==> src/rtl/modexp_pkg.sv <==
// modexp_pkg: shared state encoding, default parameters and residue helper for modexp_sequencer.
package modexp_pkg;
  typedef enum logic [1:0] {IDLE, SQR, MUL, DONE} state_e;
  localparam int DEF_MOD = 47;
  localparam int DEF_W   = 6;
  localparam int DEF_EW  = 8;
  function automatic int reduce_once(input int x, input int m);
    return x >= m ? x - m : x;
  endfunction
endpackage

==> src/rtl/modexp_fsm.sv <==
// modexp_fsm: square-and-multiply schedule (state + bit counter); MODEXP_CONST_TIME_EN forces SQR->MUL every bit.
module modexp_fsm import modexp_pkg::*; #(
  parameter int EW = DEF_EW,
  parameter int CW = EW > 1 ? $clog2(EW) : 1
) (
  input  logic          clk,
  input  logic          rst,
  input  logic          start,
  input  logic          ebit,
  input  logic          out_ready,
  output state_e        state,
  output logic [CW-1:0] cnt,
  output logic          in_ready,
  output logic          out_valid
);
  state_e state_q, state_d;
  logic [CW-1:0] cnt_q, cnt_d;
  always_ff @(posedge clk or posedge rst) begin
    if (rst) begin
      state_q <= IDLE;
      cnt_q   <= '0;
    end else begin
      state_q <= state_d;
      cnt_q   <= cnt_d;
    end
  end
  always_comb begin
    state_d = state_q;
    cnt_d   = cnt_q;
    case (state_q)
      IDLE: if (start) begin
        state_d = SQR;
        cnt_d   = CW'(EW - 1);
      end
`ifdef MODEXP_CONST_TIME_EN
      SQR: state_d = MUL;
`else
      SQR: if (ebit) state_d = MUL;
           else if (cnt_q == '0) state_d = DONE;
           else cnt_d = cnt_q - 1'b1;
`endif
      MUL: if (cnt_q == '0) state_d = DONE;
           else begin
             cnt_d   = cnt_q - 1'b1;
             state_d = SQR;
           end
      default: if (out_ready) state_d = IDLE;
    endcase
  end
  always_comb begin
    state     = state_q;
    cnt       = cnt_q;
    in_ready  = state_q == IDLE;
    out_valid = state_q == DONE;
  end
`ifdef MODEXP_CONST_TIME_EN
  logic unused_ebit;
  assign unused_ebit = ebit;
`endif
endmodule

==> src/rtl/modexp_sequencer.sv <==
// modexp_sequencer: base^exp mod MOD via left-to-right square-and-multiply on an external shared multiplier (MODEXP_CONST_TIME_EN: fixed 2*EW latency).
module modexp_sequencer import modexp_pkg::*; #(
  parameter int MOD = DEF_MOD,
  parameter int W   = DEF_W,
  parameter int EW  = DEF_EW
) (
  input  logic          clk,
  input  logic          rst,
  input  logic          in_valid,
  output logic          in_ready,
  input  logic [W-1:0]  base,
  input  logic [EW-1:0] exp,
  output logic          out_valid,
  input  logic          out_ready,
  output logic [W-1:0]  result,
  output logic [W-1:0]  mul_a,
  output logic [W-1:0]  mul_b,
  input  logic [W-1:0]  mul_r
);
  localparam int CW = EW > 1 ? $clog2(EW) : 1;
  state_e state;
  logic [CW-1:0] cnt;
  logic accept, ebit, busy;
  logic [W-1:0] acc_q, acc_d, b_q, b_d;
  logic [EW-1:0] e_q, e_d;
  assign accept = in_valid && in_ready;
  assign ebit   = e_q[cnt];
  assign busy   = state == SQR || state == MUL;
  modexp_fsm #(.EW(EW), .CW(CW)) u_fsm (
    .clk(clk), .rst(rst), .start(in_valid), .ebit(ebit), .out_ready(out_ready),
    .state(state), .cnt(cnt), .in_ready(in_ready), .out_valid(out_valid)
  );
  always_comb begin
    acc_d = acc_q;
    b_d   = b_q;
    e_d   = e_q;
    if (accept) begin
      acc_d = W'(1);
      b_d   = W'(reduce_once(int'(base), MOD));
      e_d   = exp;
    end else if (state == SQR) acc_d = mul_r;
`ifdef MODEXP_CONST_TIME_EN
    else if (state == MUL) acc_d = ebit ? mul_r : acc_q;
`else
    else if (state == MUL) acc_d = mul_r;
`endif
  end
  always_ff @(posedge clk or posedge rst) begin
    if (rst) begin
      acc_q <= '0;
      b_q   <= '0;
      e_q   <= '0;
    end else begin
      acc_q <= acc_d;
      b_q   <= b_d;
      e_q   <= e_d;
    end
  end
  assign mul_a  = busy ? acc_q : '0;
  assign mul_b  = state == SQR ? acc_q : state == MUL ? b_q : '0;
  assign result = acc_q;
endmodule

==> config.mk <==
export PLATFORM = sky130hd
export DESIGN_NAME = modexp_sequencer
export DESIGN_NICKNAME = d
export VERILOG_FILES = /design/src/rtl/modexp_pkg.sv /design/src/rtl/modexp_fsm.sv /design/src/rtl/modexp_sequencer.sv
export SDC_FILE = /design/constraint.sdc
export NUM_CORES = 1
export LEC_CHECK = 0
export BUFFER_PORTS_ARGS = -buffer_cell sky130_fd_sc_hd__clkbuf_2
export CAP_MARGIN = 25
export CORE_MARGIN = 3
export CORE_UTILIZATION = 45
export DETAILED_ROUTE_END_ITERATION = 8
export PLACE_DENSITY = 0.71
export REMOVE_ABC_BUFFERS = 1
export SLEW_MARGIN = 10
export SYNTH_ARGS = -nofsm -noshare
export SYNTH_HDL_FRONTEND = slang
export SYNTH_HIERARCHICAL = 1
export SYNTH_SLANG_ARGS = --single-unit
export TNS_END_PERCENT = 10
==> constraint.sdc <==
create_clock -name clk -period 2.18 [get_ports clk]
set_input_delay 0.654 -clock clk [delete_from_list [all_inputs] [get_ports clk]]
set_output_delay 0.654 -clock clk [all_outputs]
set_load 0.005 [all_outputs]
==> results.ini, run 1 <==
[status]
status = finished clean

[drt]
firstDrtPassIters = 4
wl_per_cell_um = 13.67
vias_per_cell = 5.367
drtIter0Drc = 82
dr_total_vias = 1417
detail-route-antenna-nets = 0
drt_wl_total_um = 3608
drc = 0

[synth]
synth.distinct_cells = 33
yosysTopAreaCell = dfrtp_1
synth_area_sq_um = 1485
yosys_most_used_dff = dfrtp_1
async_flop_share = 1.000
ys_seq_area_frac = 0.4212
yosysTopAreaCellShare = 0.4212
netlist_instances = 175
synthTopCellsByArea = dfrtp_1, nand2_1, ha_1, o21ai_0, mux4_1
synth_commonest_cells = nand2_1, dfrtp_1, o21ai_0
synth.most_common_cell = nand2_1
ys_warn_count = 6
syn_area_per_cell_sq_um = 8.487
synth-edff-count = 0
ys_ff_latch = 25

[power]
p_switching_w = 0.001090
p_per_area_nw_per_um2 = 1357
p_total_w = 0.002495
comb_power_share = 0.565
sw_frac_of_total = 0.4367
intPower_w = 0.001405
p_seq_frac = 0.352
p_leak_nw = 0.9257
p_clk_frac = 0.083
ir_drop_uv = 419.9

[floorplan]
initial_utilization = 0.4786
ios = 44
fp.dieArea_sq_um = 4026
num_rows = 20
fp.dieH_um = 63.45
core_sq_um = 3103
die_x_um = 63.45

[sta]
fmax_mhz = 473.3
worst_pin_slew_ns = 0.5168
setup_tns_ns = 0
post-route-min-period_ns = 2.113
rsz0062_at_grt = true
hold_viol_final = 0
hold_slack_ns = 0.2048
slew_headroom = 0.6555
report.final.setup_viol = 0
skew_ns = 0.003850
drv_slew = 0
finalCritPeriodShare = 0.9692

[finish]
final_nets = 254
fin_area_sq_um = 1839
diodes = 0
drive_gt1_frac = 0.2955
final_util = 0.5927
area_growth_pct = 23.84

[grt]
grt_pass1_vias = 1421
grt_util_all_layers = 0.1995
antenna_found_initial = 0
grt-ovfl-total = 0
grt_pass1_wl_um = 6561
grt_max_degree = 21

[clocking]
numCtsBuffers = 3
ctsHoldBuffers = 0
cts.root.buffer_cell = clkbuf_4
clk_latency_ns = 0.32
clkTransAtPathRegs_ns = 0.14
htree_levels = 1
cts_tree = yes
clkSinkCount = 25
clockBufferDepth = 2

[setup_path]
crit_required_ns = 2.39
reg2reg_to = u_fsm/cnt[0]$_DFFE_PP0P_
startpoint_type = register
end_kind = register
cp_max_fo = 5
rr_worst_depth = 5
regToRegSetupSlack_ns = 0.07
critPathKind = reg2reg
timing.rr.start = u_fsm/cnt[0]$_DFFE_PP0P_
critPathArrivalTime_ns = 2.32

[run]
maxCapViolations = 0

[place]
gp_congestion = 0.8522
postPlaceCellArea_sq_um = 1763
hpwl_um = 2729
port_buffers = 43

[worst_hold_path]
hp-class = in2async

-- cells by family after synthesis --
family,share of synthesized area
adders and majority gates,0.07582
DFF,0.4212
muxes,0.04970
AOI/OAI and AO/OA,0.1626
buffers and inverters,0.04296
and+or+nand+nor,0.2477
-- flip-flops by register name (all words and copies together), names as in the netlist --
register     flops
b_q              6
e_q              8
result           6
u_fsm/cnt        3
u_fsm/state      2
-- timing repair --
action                     in CTS  in global routing
pin swaps                       0                  1
setup endpoints to repair       8                 11
gates resized for setup         7                 13
setup buffers                   0                  0
-- area by class of cell --
cell class / count / area [sq um]
tap: 44 / 55.05
clock inverter: 1 / 5.005
sequential: 25 / 629.4
fill: 289 / 1264
multi-input combinational: 133 / 840.8
clock buffer: 3 / 22.52
inverter: 11 / 41.29
timing repair buffer: 47 / 245.2
-- worst max-delay path by stage --
stage                                    start                  endpoint  slack [ns]  cells after the start
floorplan             u_fsm/cnt[0]$_DFFE_PP0P_  u_fsm/cnt[0]$_DFFE_PP0P_        0.18                      5
global placement      u_fsm/cnt[0]$_DFFE_PP0P_  u_fsm/cnt[0]$_DFFE_PP0P_        0.11                      5
detailed placement    u_fsm/cnt[0]$_DFFE_PP0P_  u_fsm/cnt[0]$_DFFE_PP0P_      -0.007                      5
CTS                 u_fsm/state[0]$_DFFE_PP0P_                  mul_b[0]       0.002                      5
global route          u_fsm/cnt[0]$_DFFE_PP0P_  u_fsm/cnt[0]$_DFFE_PP0P_       -0.02                      5
finish                u_fsm/cnt[0]$_DFFE_PP0P_  u_fsm/cnt[0]$_DFFE_PP0P_        0.07                      5
-- metal layers --
layer | share of wire | wire length, um | track usage
met1 | 0.45 | 1637 | 0.2603
met2 | 0.49 | 1761 | 0.3299
met5 | 0 | 0 | 0
met4 | 0.011 | 41 | 0.07547
met3 | 0.046 | 167 | 0.03387
-- worst max-delay path: stages (launching register included) --
cell      delay [ns]
dfrtp_2         0.43
mux4_1          0.57
mux2_2          0.32
a221oi_4        0.37
mux2i_1         0.25
a31oi_1         0.06
-- layout by cell type, fill, tap and decap left out, types with 2 or more instances in the layout --
master | netlist | final
inv_2 | 0 | 2
clkbuf_4 | 0 | 3
buf_2 | 0 | 2
nand3_1 | 4 | 4
ha_4 | 0 | 2
nand2_1 | 54 | 53
nor2_1 | 7 | 7
a21oi_1 | 6 | 6
dfrtp_2 | 0 | 3
or4_1 | 2 | 2
o21ai_0 | 16 | 11
o211ai_1 | 2 | 2
mux4_1 | 2 | 2
ha_1 | 9 | 6
inv_1 | 11 | 9
a31oi_1 | 5 | 5
dfrtp_1 | 25 | 22
nor2b_1 | 7 | 7
o21ai_1 | 0 | 4
buf_4 | 0 | 4
clkbuf_2 | 0 | 41
-- power by group through the flow --
| stage | Combinational, W | Clock [W] | Sequential, W |
|---|---|---|---|
| 6_report | 0.00141 | 0.000208 | 0.000878 |
| 5_1_grt | 0.00159 | 0.000234 | 0.000913 |
| 4_1_cts | 0.00137 | 0.000216 | 0.000864 |
| 3_5_place_dp | 0.00127 | 0 | 0.000864 |
| 3_3_place_gp | 0.00122 | 0 | 0.000851 |
| 2_1_floorplan | 0.000859 | 0 | 0.000816 |
-- metrics by stage --
step	instances	worst slack (ns)
global route	264	-0.02354
floorplan	169	0.1803
global placement	260	0.1132
detailed placement	260	-0.006531
finish	264	0.06705
CTS	264	0.001528
No activity file was read; power rests on OpenSTA's default activity.
==> run 2, diff against run 1 <==
CELL_PAD_IN_SITES_DETAIL_PLACEMENT = 1   (was default)
CELL_PAD_IN_SITES_GLOBAL_PLACEMENT = 2   (was default)
CORE_UTILIZATION = 29   (was 45)
PLACE_DENSITY = default   (was 0.71)
PLACE_DENSITY_LB_ADDON = 0.1   (was default)
==> results.ini, run 2 (synthesis results as in run 1) <==
[grt]
grt_pass1_wl_um = 6886  ; +5.0%
antenna_found_initial = 0  ; unchanged
grt_util_all_layers = 0.1438  ; -0.05570
grt-ovfl-total = 0  ; unchanged
grt_max_degree = 21  ; unchanged
grt_pass1_vias = 1435  ; +0.99%

[power]
p_total_w = 0.002569  ; +2.9%
p_leak_nw = 0.9308  ; +0.55%
ir_drop_uv = 372.8  ; -11%
p_per_area_nw_per_um2 = 1365  ; +0.62%

[finish]
area_growth_pct = 26.71
diodes = 0  ; unchanged
regMostFlops = e_q
final_cell_mix = nand2_1, clkbuf_2, dfrtp_1
layout_commonest_cell = nand2_1
drive_gt1_frac = 0.2851  ; -0.01039
largest_register_ffs = 8  ; unchanged
final_nets = 255  ; +0.39%

[floorplan]
initial_utilization = 0.3063  ; -0.1723
ios = 44  ; unchanged
core_sq_um = 4848  ; +56%
fp.dieArea_sq_um = 6016  ; +49%
fp.dieH_um = 77.57  ; +22%
num_rows = 25  ; +25%
die_x_um = 77.57  ; +22%

[sta]
rsz0062_at_grt = true
finalCritPeriodShare = 0.9587  ; -0.01059
report.final.setup_viol = 0  ; unchanged
fmax_mhz = 478.5  ; +1.1%
hold_viol_final = 0  ; unchanged
worst_pin_slew_ns = 0.5288  ; +0.01201 ns
post-route-min-period_ns = 2.090  ; -0.02309 ns
setup_tns_ns = 0  ; unchanged
slew_headroom = 0.6475  ; -0.008007
drv_slew = 0  ; unchanged
skew_ns = 0.01017  ; +0.006320 ns

[setup_path]
regToRegSetupSlack_ns = 0.10  ; +0.03 ns
reg2reg_to = u_fsm/cnt[2]$_DFFE_PP0P_
critPathKind = reg2out
end_kind = output port
cp_max_fo = 7  ; +2
rr_worst_depth = 5  ; unchanged
crit_required_ns = 1.53  ; -0.86 ns
startpoint_type = register
timing.rr.start = u_fsm/cnt[0]$_DFFE_PP0P_
critPathArrivalTime_ns = 1.44  ; -0.88 ns

[run]
maxCapViolations = 0  ; unchanged

[worst_hold_path]
hp-class = in2async

[clocking]
htree_levels = 1  ; unchanged
numCtsBuffers = 3  ; unchanged
clockBufferDepth = 2  ; unchanged
cts.root.buffer_cell = clkbuf_8
clkSinkCount = 25  ; unchanged
clkTransAtPathRegs_ns = 0.10  ; -0.04 ns
cts_tree = yes
clk_latency_ns = 0.27  ; -0.05 ns

[drt]
vias_per_cell = 4.840  ; -9.8%
detail-route-antenna-nets = 0  ; unchanged
dr_total_vias = 1394  ; -1.6%
routed.top_layer = met4
drt_wl_total_um = 4115  ; +14%
drtIter0Drc = 54  ; -34%
wl_met2_um = 1932  ; +9.7%
wl_per_cell_um = 14.29  ; +4.5%
wl_met3_um = 137  ; -18%
drc = 0  ; unchanged
firstDrtPassIters = 4  ; unchanged
met1_length_um = 1980  ; +21%

[place]
hpwl_um = 3196  ; +17%
gp_congestion = 0.8053  ; -5.5%
port_buffers = 43  ; unchanged

[status]
status = finished clean

-- run 2: cell count changes in the layout (fill, tap and decap cells not counted), moves of 2 or more --
cell      before  now
o21ai_1        4    2
clkbuf_8       0    3
buf_2          2    0
clkbuf_2      41   43
o21ai_0       11   14
clkbuf_4       3    0
-- run 2: metal layers --
metal,up-vias,track usage
met5,-,0
met4,0,0.04982
met3,6,0.02320
met2,31,0.2314
met1,665,0.1954
li1,692,-
-- run 2: layout make-up --
| cell class | instances | area (sq um) |
|---|---|---|
| Clock buffer | 3 | 41.29 |
| Clock inverter | 1 | 5.005 |
| Fill cell | 620 | 2967 |
| Inverter | 11 | 41.29 |
| Multi-Input combinational cell | 133 | 828.3 |
| Sequential cell | 25 | 629.4 |
| Tap cell | 67 | 83.83 |
| Timing Repair Buffer | 48 | 252.7 |
-- run 2: through the flow --
| step | cell area (sq um) | std cells | util | setup WS [ns] | hold WS [ns] |
|---|---|---|---|---|---|
| floorplan | 1463 | 169 | - | 0.1803 | 0.4325 |
| global placement | 1784 | 282 | 0.3680 | 0.08927 | 0.4643 |
| detailed placement | 1784 | 282 | 0.3680 | -0.04073 | 0.4705 |
| CTS | 1868 | 286 | 0.3853 | 0.01031 | 0.2566 |
| global route | 1882 | 288 | 0.3881 | -0.003645 | 0.2650 |
| finish | 1882 | 288 | 0.3881 | 0.09013 | 0.2544 |
-- run 2: worst max-delay path by stage --
stage	from	slack (ns)	end
2_1_floorplan	u_fsm/cnt[0]$_DFFE_PP0P_	0.18	u_fsm/cnt[0]$_DFFE_PP0P_
5_1_grt	u_fsm/cnt[0]$_DFFE_PP0P_	-0.004	u_fsm/cnt[2]$_DFFE_PP0P_
3_5_place_dp	u_fsm/cnt[0]$_DFFE_PP0P_	-0.04	u_fsm/cnt[2]$_DFFE_PP0P_
4_1_cts	u_fsm/state[0]$_DFFE_PP0P_	0.01	mul_b[5]
3_3_place_gp	u_fsm/cnt[0]$_DFFE_PP0P_	0.09	u_fsm/cnt[0]$_DFFE_PP0P_
6_report	u_fsm/state[0]$_DFFE_PP0P_	0.09	in_ready
-- run 2: critical path, stage by stage, from the launching register on --
cell	delay [ns]
dfrtp_2	0.47
inv_1	0.15
ha_1	0.36
clkbuf_2	0.18
-- run 2: what timing repair did --
action                     4_1_cts  5_1_grt
pin swaps                        0        1
hold buffers                     0        0
buffers inserted                 0        2
resized for setup                6        6
setup endpoints to repair        9       10
-- run 2: power breakdown --
part | internal [W] | total, W | switching (W)
clock | 0.000128 | 0.000282 | 0.000154
sequential | 0.000687 | 0.000875 | 0.000189
combinational | 0.000649 | 0.00141 | 0.000763
total | 0.00146 | 0.00257 | 0.00111
==> run 3, diff against run 2 <==
CTS_BUF_LIST = sky130_fd_sc_hd__clkbuf_16   (was default)
==> results.ini, run 3 (synthesis results as in run 1) <==
[status]
status = finished clean

[setup_path]
timing.rr.start = u_fsm/cnt[0]$_DFFE_PP0P_
reg2reg_to = u_fsm/cnt[2]$_DFFE_PP0P_
critPathKind = reg2reg
end_kind = register
critPathArrivalTime_ns = 2.23  ; +0.79 ns
rr_worst_depth = 5  ; unchanged
cp_max_fo = 5  ; -2
crit_required_ns = 2.33  ; +0.80 ns
crit_end = u_fsm/cnt[2]$_DFFE_PP0P_
regToRegSetupSlack_ns = 0.1  ; about the same
startpoint = u_fsm/cnt[0]$_DFFE_PP0P_
startpoint_type = register

[drt]
drc = 0  ; unchanged
dr_total_vias = 1406  ; +0.86%
drtIter0Drc = 49  ; -9.3%
detail-route-antenna-nets = 0  ; unchanged
vias_per_cell = 4.865  ; +0.51%
drt_wl_total_um = 4091  ; -0.58%
wl_per_cell_um = 14.16  ; -0.93%
firstDrtPassIters = 4  ; unchanged

[power]
intPower_w = 0.001599  ; +9.3%
p_switching_w = 0.001111  ; +0.56%
sw_frac_of_total = 0.4101  ; -0.02020
p_seq_frac = 0.322  ; -0.019
p_per_area_nw_per_um2 = 1407  ; +3.0%
comb_power_share = 0.527  ; -0.023
ir_drop_uv = 528.9  ; +42%
p_leak_nw = 0.9564  ; +2.8%
p_clk_frac = 0.151  ; +0.041

[grt]
grt_use_met1 = 0.1910  ; -0.004357
grt_pass1_vias = 1446  ; +0.77%
met2_usage = 0.2358  ; +0.004318
grt_max_degree = 21  ; unchanged
grt_util_met3 = 0.02320  ; unchanged
grt-ovfl-total = 0  ; unchanged
antenna_found_initial = 0  ; unchanged
grt_util_all_layers = 0.1413  ; -0.002458
grt_pass1_wl_um = 6858  ; -0.41%
top_usage_layer = met2

[clocking]
clkSinkCount = 25  ; unchanged
clk_latency_ns = 0.26  ; about the same
clockBufferDepth = 2  ; unchanged
cts.root.buffer_cell = clkbuf_16
cts_tree = yes
htree_levels = 1  ; unchanged
numCtsBuffers = 3  ; unchanged
clkTransAtPathRegs_ns = 0.07  ; -0.03 ns
ctsHoldBuffers = 0  ; unchanged

[finish]
regArea_sq_um = 629.4  ; unchanged
diodes = 0  ; unchanged
drive_gt1_frac = 0.2838  ; -0.001284
instances_no_fill = 289  ; +0.35%
largest_register_ffs = 8  ; unchanged
multi_input_area_sq_um = 832.0  ; +0.45%
final_cell_mix = nand2_1, clkbuf_2, dfrtp_1
area_growth_pct = 29.74
layout_commonest_cell = nand2_1
final_nets = 256  ; +0.39%
regMostFlops = e_q
nFillCells = 615  ; -0.81%
final_util = 0.3974  ; +0.009290

[place]
port_buffers = 43  ; unchanged
placed_cells = 282  ; unchanged
hpwl_um = 3196  ; unchanged
gp_congestion = 0.8053  ; unchanged

[sta]
rsz0062_at_grt = false
finalCritPeriodShare = 0.9557  ; -0.002928
post-route-min-period_ns = 2.083  ; -0.006383 ns
slew_headroom = 0.6464  ; -0.001059
report.final.setup_viol = 0  ; unchanged
hold_viol_final = 0  ; unchanged
setup_tns_ns = 0  ; unchanged
skew_ns = 0.006230  ; -0.003939 ns
drv_slew = 0  ; unchanged
worst_pin_slew_ns = 0.5304  ; +0.001589 ns
fmax_mhz = 480.0  ; +0.31%

[run]
maxCapViolations = 0  ; unchanged

[worst_hold_path]
hp-class = in2async

[floorplan]
ios = 44  ; unchanged
fp.dieH_um = 77.57  ; unchanged
core_sq_um = 4848  ; unchanged
die_x_um = 77.57  ; unchanged
num_rows = 25  ; unchanged
initial_utilization = 0.3063  ; unchanged
fp.dieArea_sq_um = 6016  ; unchanged

==> run 3: how the worst min path moves through the flow <==
| stage | start | end | slack, ns | depth (start not counted) |
|---|---|---|---|---|
| 4_1_cts | rst | u_fsm/cnt[2]$_DFFE_PP0P_ | 0.29 | 2 |
| 3_3_place_gp | e_q[3]$_DFFE_PP0P_ | e_q[3]$_DFFE_PP0P_ | 0.46 | 2 |
| 6_report | rst | u_fsm/cnt[2]$_DFFE_PP0P_ | 0.28 | 2 |
| 5_1_grt | rst | u_fsm/cnt[2]$_DFFE_PP0P_ | 0.30 | 2 |
| 3_5_place_dp | e_q[6]$_DFFE_PP0P_ | e_q[6]$_DFFE_PP0P_ | 0.47 | 2 |
| 2_1_floorplan | rst | u_fsm/cnt[0]$_DFFE_PP0P_ | 0.43 | 1 |
==> run 3: worst max-delay path, stage by stage, from the launching register on <==
cell and delay [ns]:
dfrtp_2 0.41, mux4_1 0.56, mux2_2 0.32, a221oi_4 0.38, nand2_1 0.11, a22o_1 0.19
==> run 3: timing repair <==
item	4_1_cts	5_1_grt
setup buffers	0	3
gates resized for setup	5	5
pin swaps	0	1
setup endpoints to repair	9	10
==> run 3: layer usage <==
layer	wire length (um)	part of all wire
met5	0	0
met1	1948	0.48
met2	1938	0.47
met3	155	0.038
met4	48	0.012
==> run 3: final cells by class <==
cell class / count / area share
inverter: 11 / 0.02143
sequential: 25 / 0.3266
clock buffer: 3 / 0.03896
multi-input combinational: 133 / 0.4318
clock inverter: 1 / 0.002597
timing repair buffer: 49 / 0.1351
tap: 67 / 0.04351
==> run 3: power by group through the flow <==
stage          logic [W]  clock network (W)  registers (W)
2_1_floorplan   0.000859                  0       0.000816
3_3_place_gp     0.00125                  0       0.000859
3_5_place_dp     0.00131                  0       0.000873
4_1_cts          0.00141           0.000422       0.000872
5_1_grt          0.00161           0.000442       0.000910
6_report         0.00143           0.000409       0.000873
==> run 3: metrics by stage <==
step | setup slack, ns | area, sq um | total power (W) | hold slack (ns)
final | 0.09652 | 1927 | 0.002710 | 0.2787
after detailed placement | -0.04073 | 1784 | 0.002188 | 0.4705
after global placement | 0.08927 | 1784 | 0.002107 | 0.4643
after global routing | 0.007831 | 1927 | 0.002959 | 0.2979
after floorplan | 0.1803 | 1463 | 0.001676 | 0.4325
after CTS | 0.01703 | 1901 | 0.002702 | 0.2854
